File: src/rtl/bcd_timer_pkg.sv
// Shared types and helpers for the BCD countdown timer: FSM state encoding
// and per-digit saturation used when a preset is captured.
package bcd_timer_pkg;

    typedef enum logic [1:0] {
        IDLE  = 2'd0,
        RUN   = 2'd1,
        PAUSE = 2'd2,
        DONE  = 2'd3
    } state_t;

    localparam logic [3:0] BCD_MAX = 4'd9;

    // Clamp a nibble to a legal BCD digit; anything above 9 becomes 9.
    function automatic logic [3:0] sat_digit(input logic [3:0] d);
        return (d > BCD_MAX) ? BCD_MAX : d;
    endfunction

endpackage

File: src/rtl/bcd_digit_dec.sv
// One stage of the BCD borrow chain: subtracts borrow_in from a digit,
// wrapping 0 to 9 and propagating a borrow to the next digit.
module bcd_digit_dec
    import bcd_timer_pkg::*;
(
    input  logic [3:0] digit,
    input  logic       borrow_in,
    output logic [3:0] digit_next,
    output logic       borrow_out
);

    always_comb begin
        digit_next = digit;
        borrow_out = 1'b0;
        if (borrow_in) begin
            if (digit == 4'd0) begin
                digit_next = BCD_MAX;
                borrow_out = 1'b1;
            end else begin
                digit_next = digit - 4'd1;
            end
        end
    end

endmodule

File: src/rtl/bcd_countdown_timer.sv
// N-digit BCD countdown timer with runtime preset, pause/resume, tick
// prescaler, one-cycle expiry pulse and a level done flag.
module bcd_countdown_timer
    import bcd_timer_pkg::*;
#(
    parameter int DIGITS   = 2,
    parameter int TICK_DIV = 25_000_000,
    parameter int DIV_W    = 25
) (
    input  logic                CLK,
    input  logic                RST,
    input  logic                load,
    input  logic [4*DIGITS-1:0] preset,
    input  logic                start,
    input  logic                pause,
    output logic [4*DIGITS-1:0] bcd,
    output logic                running,
    output logic                tick,
    output logic                expired,
    output logic                done
);

    localparam logic [DIV_W-1:0] PRESC_TERM = DIV_W'(TICK_DIV - 1);

    state_t              state_q, state_d;
    logic [4*DIGITS-1:0] bcd_q, bcd_d;
    logic [DIV_W-1:0]    presc_q, presc_d;
    logic                tick_q, tick_d;
    logic                expired_q, expired_d;
    logic                running_q, done_q;

    logic [4*DIGITS-1:0] preset_sat;
    logic [4*DIGITS-1:0] bcd_dec;
    logic [DIGITS:0]     borrow;
    logic                bcd_is_zero;
    logic                dec_is_zero;
    logic                presc_term;

    // The chain is always fed a borrow; it ripples out of the top digit
    // only when every digit is 0, which doubles as the zero detector.
    assign borrow[0] = 1'b1;

    for (genvar gi = 0; gi < DIGITS; gi++) begin : g_digit
        assign preset_sat[4*gi +: 4] = sat_digit(preset[4*gi +: 4]);

        bcd_digit_dec u_dec (
            .digit      (bcd_q[4*gi +: 4]),
            .borrow_in  (borrow[gi]),
            .digit_next (bcd_dec[4*gi +: 4]),
            .borrow_out (borrow[gi+1])
        );
    end

    assign bcd_is_zero = borrow[DIGITS];
    assign dec_is_zero = (bcd_dec == '0);
    assign presc_term  = (presc_q == PRESC_TERM);

    always_comb begin
        state_d   = state_q;
        bcd_d     = bcd_q;
        presc_d   = presc_q;
        tick_d    = 1'b0;
        expired_d = 1'b0;

        if (load) begin
            bcd_d   = preset_sat;
            presc_d = '0;
            state_d = IDLE;
        end else begin
            case (state_q)
                IDLE: begin
                    // pause outranks start, so a simultaneous pair does nothing here
                    if (start && !pause) begin
                        if (bcd_is_zero) begin
                            state_d   = DONE;
                            expired_d = 1'b1;
                        end else begin
                            state_d = RUN;
                            presc_d = '0;
                        end
                    end
                end
                RUN: begin
                    if (pause) begin
                        state_d = PAUSE;
                    end else if (presc_term) begin
                        presc_d = '0;
                        bcd_d   = bcd_dec;
                        tick_d  = 1'b1;
                        if (dec_is_zero) begin
                            state_d   = DONE;
                            expired_d = 1'b1;
                        end
                    end else begin
                        presc_d = presc_q + DIV_W'(1);
                    end
                end
                PAUSE: begin
                    if (start && !pause) begin
                        state_d = RUN;
                    end
                end
                DONE: begin
                    bcd_d = '0;
                end
                default: begin
                    state_d = IDLE;
                end
            endcase
        end
    end

    always_ff @(posedge CLK or posedge RST) begin
        if (RST) begin
            state_q   <= IDLE;
            bcd_q     <= '0;
            presc_q   <= '0;
            tick_q    <= 1'b0;
            expired_q <= 1'b0;
            running_q <= 1'b0;
            done_q    <= 1'b0;
        end else begin
            state_q   <= state_d;
            bcd_q     <= bcd_d;
            presc_q   <= presc_d;
            tick_q    <= tick_d;
            expired_q <= expired_d;
            running_q <= (state_d == RUN);
            done_q    <= (state_d == DONE);
        end
    end

    assign bcd     = bcd_q;
    assign running = running_q;
    assign tick    = tick_q;
    assign expired = expired_q;
    assign done    = done_q;

endmodule

File: config.mk
export PLATFORM = sky130hd
export DESIGN_NAME = bcd_countdown_timer
export DESIGN_NICKNAME = d
export VERILOG_FILES = /design/src/rtl/bcd_timer_pkg.sv /design/src/rtl/bcd_digit_dec.sv /design/src/rtl/bcd_countdown_timer.sv
export SDC_FILE = /design/constraint.sdc
export NUM_CORES = 1
export LEC_CHECK = 0
export BUFFER_PORTS_ARGS = -buffer_cell sky130_fd_sc_hd__buf_4
export CAP_MARGIN = 40
export CELL_PAD_IN_SITES_DETAIL_PLACEMENT = 1
export CELL_PAD_IN_SITES_GLOBAL_PLACEMENT = 1
export CORE_UTILIZATION = 48
export DETAILED_ROUTE_END_ITERATION = 10
export PLACE_DENSITY_LB_ADDON = 0.12
export SYNTH_ARGS = -nofsm -noshare
export SYNTH_HDL_FRONTEND = slang
export SYNTH_HIERARCHICAL = 1
export SYNTH_SLANG_ARGS = --single-unit
File: constraint.sdc
create_clock -name CLK -period 7.6 [get_ports CLK]
set_clock_uncertainty 0.05 [all_clocks]
set_input_delay 1.14 -clock CLK [delete_from_list [all_inputs] [get_ports CLK]]
set_output_delay 1.14 -clock CLK [all_outputs]
set_load 0.05 [all_outputs]
==> metrics.md, run 1 <==
| Metric | Value |
|---|---|
| DIE WIDTH | `73.7 um` |
| Leak pwr | `1.17 nW` |
| Multi-input gate area | `0.00142 sq mm` |
| Routed wire length | `6.70 mm` |
| Share of cells above drive strength 1 | `0.145` |
| GPL Wtd Cong | `0.820` |
| # diodes | `0` |
| CP peak stage delay | `0.96 ns` |
| Synth cell types | `46` |
| Die area | `0.00543 sq mm` |
| Synth top area cells | `dfrtp_1, nand4_1, nor2_1` |
| # fillers | `602` |
| Boundary Pins | `25` |
| Wire per inst | `17.8 um` |
| Hold Path Cell Cnt | `1` |
| Crit Path Max Fanout | `28` |
| DR vias | `2283` |
| Post-placement cell count | `369` |
| P per Cell Area | `162 mW/mm^2` |
| Cells after synthesis | `286` |
| Most frequent cells after synthesis | `dfrtp_1, nor2_1, nand2_1` |
| CP startpoint kind | `flop` |
| Hold Buf Count CTS | `0` |
| Area share of the largest cell type after synthesis | `0.396` |
| Beginning of the worst hold path | `presc_q[1]$_DFFE_PP0P_` |
| FF+latch count, synth | `39` |
| Buffers & Inverters on Critical Path | `1` |
| Final period util | `0.399` |
| Fin cells | `377` |
| Core Region | `0.00482 sq mm` |
| Slew headroom | `0.402` |
| CTS H-tree lvls | `2` |
| Net count, final | `323` |
| Worst setup EP type | `flop` |
| Global-route wire length before repair | `11.4 mm` |
| YS warnings | `6` |
| Clk root buf | `clkbuf_8` |
| Initial Util | `0.512` |
| Row cnt | `25` |
| Finished Core Util | `0.578` |
| Critical path launch point | `presc_q[8]$_DFFE_PP0P_` |
| Number of global-route vias before repair | `2225` |
| Peak supply drop | `0.0791 mV` |
| Area Overhead vs Synth | `13.0%` |
| Max-cap violation count | `0` |
| R2R cell count | `6` |
| Post-CTS Setup Bufs | `0` |
| Iter 0 DRT Violations | `119` |
| Number of max-slew violations in the final report | `0` |
| Largest net degree at the start of global routing | `40` |
| Status | `complete, no violations` |
| Clock transition at path regs | `0.08 ns` |
| Top Family by Delay on Critical Path | `simple AND/OR/NAND/NOR gates` |
| Setup Crit Path Kind | `reg -> reg` |
| First-pass DRT Iterations | `4` |
| GRT Total Usage | `0.279` |
| FF/Latch Area | `976 sq um` |
| Drt drc | `0` |
| PortBufs | `24` |
| Worst Tran Pin Value | `0.897 ns` |
| Initial antenna violation count | `0` |
| Detail Placement HPWL | `4.98 mm` |
| Hold WC Path Type | `reg -> reg` |
| Crit path depth | `6` |
| Slowest CP cell | `or4_1` |
| Worst hold margin | `0.501 ns` |
| Ys flop type | `dfrtp_1` |
| Post-synth EDFFs | `0` |
| Synthesized area per cell | `8.62 sq um` |
| Crit path DAT | `3.17 ns` |
| Antenna-violating nets left | `0` |
| Fmax | `330 MHz` |
| Most common cell in the netlist | `dfrtp_1` |
| Sum Neg Setup Slack | `0 ns` |
| Seq/Total Area, Yosys | `0.396` |
| Setup violators final | `0` |
| Required @ worst endpoint | `7.73 ns` |
| Synth async-reset ratio | `1.00` |
| Crit path cell chain | `nor4b_2 -> nand4_1 -> or4_1 -> a21oi_1 -> buf_4 -> nor2_1` |
| Grt ovf | `0` |
| # clock sinks | `39` |
| Post-cts sizing count | `0` |
| Synth area leader | `dfrtp_1` |
| RSZ-0062 raised after global routing | `false` |
| Vias per inst | `6.06` |
| Die height | `73.7 um` |
| TritonCTS clock tree | `yes` |
| Netlist Area Pre-Place | `0.00246 sq mm` |
| Clock buffer depth | `2` |
| Final Hold Vio Count | `0` |
| Crit path time final | `3.03 ns` |
| RR Startpoint | `presc_q[8]$_DFFE_PP0P_` |
| Worst-Skew Late Latency | `0.29 ns` |
| Total CTS buffers | `5` |
-- path summary, 6_finish.rpt --
check / endpoint / slack [ns]
min in group asynchronous: bcd[6]$_DFFE_PP0P_ / 0.92
hold / removal: presc_q[1]$_DFFE_PP0P_ / 0.50
max in group asynchronous: presc_q[14]$_DFFE_PP0P_ / 6.22
hold reg to reg: presc_q[1]$_DFFE_PP0P_ / 0.50
setup / recovery: presc_q[20]$_DFFE_PP0P_ / 4.57
setup reg to reg: presc_q[20]$_DFFE_PP0P_ / 4.57
-- layout by cell type (no fill, tap or decap), types with 6 or more instances in the layout --
cell type  synthesis  routed
inv_1              7       7
o311ai_0           6       6
nor2_1            30      30
a21oi_1           10      10
nand4_1           18      18
nor2b_1            6       6
nand2_1           24      24
nand3_1           17      17
dfrtp_1           39      39
nor3_1             8       8
and2_1             6       6
nor4_1             8       8
xnor2_1            6       6
buf_4              1      27
xor2_1            11      11
o21ai_0           22      22
-- state kept, by name, indices dropped and copies added (netlist names) --
| signal | cells |
|---|---|
| bcd | 8 |
| presc_q | 25 |
| done | 1 |
| expired | 1 |
| running | 1 |
| tick | 1 |
| state_q | 2 |
-- through the flow --
stage | power [mW] | area (sq um) | setup slack [ns]
2_1_floorplan | 0.288 | 2470 | 4.84
6_report | 0.451 | 2790 | 4.57
3_3_place_gp | 0.316 | 2700 | 4.47
3_5_place_dp | 0.319 | 2700 | 4.38
4_1_cts | 0.458 | 2790 | 4.56
5_1_grt | 0.475 | 2790 | 4.32
-- worst reg2reg max path, stage by stage (launching register included) --
cell	delay, ns
dfrtp_1	0.46
nor4b_2	0.34
nand4_1	0.12
or4_1	0.96
a21oi_1	0.66
buf_4	0.26
nor2_1	0.07
-- where the power goes --
part	internal [mW]	switching [mW]	leakage [nW]	total [mW]
clock network	0.0644	0.0721	0.0422	0.137
logic	0.0320	0.0594	0.593	0.0914
registers	0.213	0.0100	0.535	0.223
-- area by class of cell --
type | count | share of cell area
sequential | 39 | 0.350
clock inverter | 1 | 0.00180
clock buffer | 7 | 0.0274
timing repair buffer | 27 | 0.0728
multi-input combinational | 229 | 0.508
inverter | 7 | 0.00943
tap | 67 | 0.0301
-- per-layer routing --
metal / track usage / share of wire / vias to the layer above
met5: 0 / 0 / -
met4: 0.0577 / 0.0090 / 0
met3: 0.0412 / 0.047 / 6
met2: 0.457 / 0.47 / 47
met1: 0.392 / 0.47 / 1123
li1: - / - / 1107
-- logic make-up (layout without fill, tap and decap cells) --
logic type | after synthesis | in the layout | synth area share
other | 1 | 2 | 0.00152
muxes | 3 | 3 | 0.0122
adders and majority gates | 1 | 1 | 0.00508
and+or+nand+nor | 147 | 147 | 0.336
AOI/OAI and AO/OA | 59 | 59 | 0.158
buffers and inverters | 19 | 42 | 0.0315
xor gates and xnor gates | 17 | 17 | 0.0604
DFF | 39 | 39 | 0.396
(Power assumes the default switching activity.)
==> run 2: changes to the inputs <==
--- a/config.mk
+++ b/config.mk
@@ -5,11 +5,12 @@
 export SDC_FILE = /design/constraint.sdc
 export NUM_CORES = 1
 export LEC_CHECK = 0
+export ABC_AREA = 1
 export BUFFER_PORTS_ARGS = -buffer_cell sky130_fd_sc_hd__buf_4
 export CAP_MARGIN = 40
 export CELL_PAD_IN_SITES_DETAIL_PLACEMENT = 1
 export CELL_PAD_IN_SITES_GLOBAL_PLACEMENT = 1
-export CORE_UTILIZATION = 48
+export CORE_UTILIZATION = 43
 export DETAILED_ROUTE_END_ITERATION = 10
 export PLACE_DENSITY_LB_ADDON = 0.12
 export SYNTH_ARGS = -nofsm -noshare
==> constraint.sdc (replaced) <==
create_clock -name CLK -period 2.8 [get_ports CLK]
set_clock_uncertainty 0.05 [all_clocks]
set_input_delay 0.42 -clock CLK [delete_from_list [all_inputs] [get_ports CLK]]
set_output_delay 0.42 -clock CLK [all_outputs]
set_load 0.05 [all_outputs]
==> run 2 against run 1 <==
Synthesized cell count grew 40%. Global-route usage shrank 2.9 points. Die area grew 22%. Power grew to 3.1 times the previous value. Non-clock buffer count shrank 2. Sequential power grew to 2.8 times the previous value. Via count grew 14%. Hold slack lost 0.30 ns. Sequential share of layout area shrank 3.1 points. Critical path type unchanged.
==> metrics.md, run 2 <==
| Metric | Value |
|---|---|
| Most common cell in the netlist | `nand2_1` |
| Share of cells above drive strength 1 | `0.155 (+0.00993)` |
| Required @ worst endpoint | `2.96 ns (-4.77 ns)` |
| Wire per inst | `14.3 um (-19%)` |
| Max FFs per register | `25 (unchanged)` |
| TritonCTS clock tree | `yes` |
| DR vias | `2597 (+14%)` |
| Grt met1 use | `0.297 (-0.0945)` |
| Iter 0 DRT Violations | `69 (-42%)` |
| Antenna-violating nets left | `0 (unchanged)` |
| Final Total Pwr | `1.42 mW (+210%)` |
| Clock transition at path regs | `0.08 ns (about the same)` |
| RSZ-0062 raised after global routing | `false` |
| Cells after synthesis | `400 (+40%)` |
| Slew headroom | `0.655 (+0.253)` |
| Fmax | `421 MHz (+28%)` |
| Grt ovf | `0 (unchanged)` |
| Hold WC Path Type | `in -> async` |
| Synth area leader | `dfrtp_1` |
| Reg2reg end | `presc_q[22]$_DFFE_PP0P_` |
| Reg2reg setup slack | `0.42 ns (-4.14 ns)` |
| Number of max-slew violations in the final report | `0 (unchanged)` |
| DIE WIDTH | `81.3 um (+10%)` |
| Synth top area cells | `dfrtp_1, nand2_1, nor2_1` |
| Post-CTS Setup Bufs | `0 (unchanged)` |
| Busiest layer in global routing | `met2` |
| Initial antenna violation count | `0 (unchanged)` |
| GR Util met2 | `0.464 (+0.00749)` |
| Detail Placement HPWL | `5.72 mm (+15%)` |
| Post-synth EDFFs | `0 (unchanged)` |
| RR Startpoint | `bcd[3]$_DFFE_PP0P_` |
| Sum Neg Setup Slack | `0 ns (unchanged)` |
| Clock buffer depth | `2 (unchanged)` |
| Critical path launch point | `bcd[3]$_DFFE_PP0P_` |
| Routed wire length | `7.27 mm (+8.4%)` |
| Top reg by flops | `presc_q` |
| Total CTS buffers | `5 (unchanged)` |
| Ys flop type | `dfrtp_1` |
| First-pass DRT Iterations | `4 (unchanged)` |
| # diodes | `0 (unchanged)` |
| Worst Tran Pin Value | `0.518 ns (-0.379 ns)` |
| FF+latch count, synth | `39 (unchanged)` |
| Crit path DAT | `2.54 ns (-0.63 ns)` |
| Area share of the largest cell type after synthesis | `0.361 (-0.0348)` |
| Global-route wire length before repair | `12.6 mm (+9.8%)` |
| Boundary Pins | `25 (unchanged)` |
| Final period util | `0.849 (+0.450)` |
| Drt drc | `0 (unchanged)` |
| Die area | `0.00661 sq mm (+22%)` |
| CTS H-tree lvls | `2 (unchanged)` |
| Crit Path Max Fanout | `25 (-11%)` |
| Synth async-reset ratio | `1.00 (unchanged)` |
| Setup Crit Path Kind | `reg -> reg` |
| Met3 GRT Util | `0.0360 (-0.00520)` |
| Core Region | `0.00599 sq mm (+24%)` |
| Die height | `81.3 um (+10%)` |
| Leak pwr | `1.48 nW (+26%)` |
| P per Cell Area | `464 mW/mm^2 (+190%)` |
| GPL Wtd Cong | `0.815 (-0.67%)` |
| Most frequent cells in the layout | `nand2_1, nor2_1, inv_1` |
| Seq/Total Area, Yosys | `0.361 (-0.0348)` |
| Hold Buf Count CTS | `0 (unchanged)` |
| Peak supply drop | `0.221 mV (+180%)` |
| Crit path time final | `2.38 ns (-0.657 ns)` |
| Initial Util | `0.451 (-0.0606)` |
| Synth cell types | `31 (-33%)` |
| Worst setup EP type | `flop` |
| Clk root buf | `clkbuf_8` |
| Number of global-route vias before repair | `2712 (+22%)` |
| YS warnings | `6 (unchanged)` |
| Worst-Skew Late Latency | `0.29 ns (about the same)` |
| Netlist Area Pre-Place | `0.00270 sq mm (+9.6%)` |
| Largest net degree at the start of global routing | `40 (unchanged)` |
| Row cnt | `28 (+12%)` |
| # clock sinks | `39 (unchanged)` |
| Setup violators final | `0 (unchanged)` |
| Commonest non-fill, non-tap cell in the layout | `nand2_1` |
| Status | `complete, no violations` |
| PortBufs | `24 (unchanged)` |
| Net count, final | `445 (+38%)` |
| Vias per inst | `5.12 (-15%)` |
| Setup crit end | `presc_q[22]$_DFFE_PP0P_` |
| Most frequent cells after synthesis | `nand2_1, nor2_1, inv_1` |
| Post-cts sizing count | `0 (unchanged)` |
| Final Hold Vio Count | `0 (unchanged)` |
| CP startpoint kind | `flop` |
| Max-cap violation count | `0 (unchanged)` |
| # fillers | `822 (+37%)` |
| R2R cell count | `11 (+5)` |
| Area Overhead vs Synth | `13.1%` |
| GRT Total Usage | `0.250 (-0.0292)` |
| Synthesized area per cell | `6.76 sq um (-22%)` |
run 2: changes by cell type in the layout (fill, tap and decap cells not counted), moves of 6 or more:
cell      change
inv_1        +44
inv_2         +8
nand2_1      +96
nand3_1      +12
nand4_1       -6
nor2_1       +29
nor2_4        +6
nor2b_1       -6
nor4_1        -8
o21ai_0      -10
o311ai_0      -6
run 2: critical path: stages, from the launching register on:
cell and delay (ns):
dfrtp_1 0.42, nor2_1 0.19, inv_2 0.07, nor2_4 0.20, nand3_2 0.14, nor2_4 0.17, a21oi_1 0.09, nand3_1 0.10
nand2_2 0.30, nand2_2 0.32, nand2_1 0.09, a21oi_1 0.14
run 2: through the flow:
stage | cell area [sq um] | hold WS, ns | utilization | instances | setup slack [ns]
detailed placement | 2960 | 0.465 | 0.494 | 499 | 0.440
global placement | 2960 | 0.460 | 0.494 | 499 | 0.592
floorplan | 2710 | 0.433 | - | 403 | 0.717
CTS | 3060 | 0.229 | 0.510 | 507 | 0.420
global route | 3060 | 0.260 | 0.510 | 507 | 0.176
finish | 3060 | 0.204 | 0.510 | 507 | 0.424
run 2: layout make-up:
class / count / area (sq um) / area share
Sequential cell: 39 / 976 / 0.319
Inverter: 60 / 225 / 0.0736
Multi-Input combinational cell: 300 / 1480 / 0.482
Timing Repair Buffer: 25 / 188 / 0.0614
Tap cell: 75 / 93.8 / 0.0307
Clock buffer: 8 / 100 / 0.0327
run 2: worst min path at each step:
stage	startpoint	endpoint	cells after the start	slack (ns)
2_1_floorplan	load	expired$_DFF_PP0_	1	0.43
3_3_place_gp	bcd[1]$_DFFE_PP0P_	bcd[1]$_DFFE_PP0P_	2	0.46
3_5_place_dp	presc_q[19]$_DFFE_PP0P_	presc_q[19]$_DFFE_PP0P_	2	0.47
4_1_cts	RST	bcd[7]$_DFFE_PP0P_	3	0.23
5_1_grt	RST	bcd[7]$_DFFE_PP0P_	3	0.26
6_report	RST	bcd[7]$_DFFE_PP0P_	3	0.20
run 2: where the power goes:
group	switching (mW)	internal, mW	total (mW)
Clock	0.204	0.225	0.429
Combinational	0.264	0.108	0.372
Sequential	0.0297	0.588	0.617
run 2: kinds of logic after synthesis:
kind of cell	count (synthesis)	synth area share
other	1	0.00139
AOI/OAI and AO/OA	30	0.0630
and+or+nand+nor	253	0.434
DFF	39	0.361
xor gates and xnor gates	12	0.0389
buffers and inverters	64	0.0972
adders and majority gates	1	0.00463
run 2: routing by layer:
metal  share of wire  up-vias
met4          0.0098        0
met1            0.44     1249
li1                -     1311
met3           0.024        7
met5               0        -
met2            0.53       30
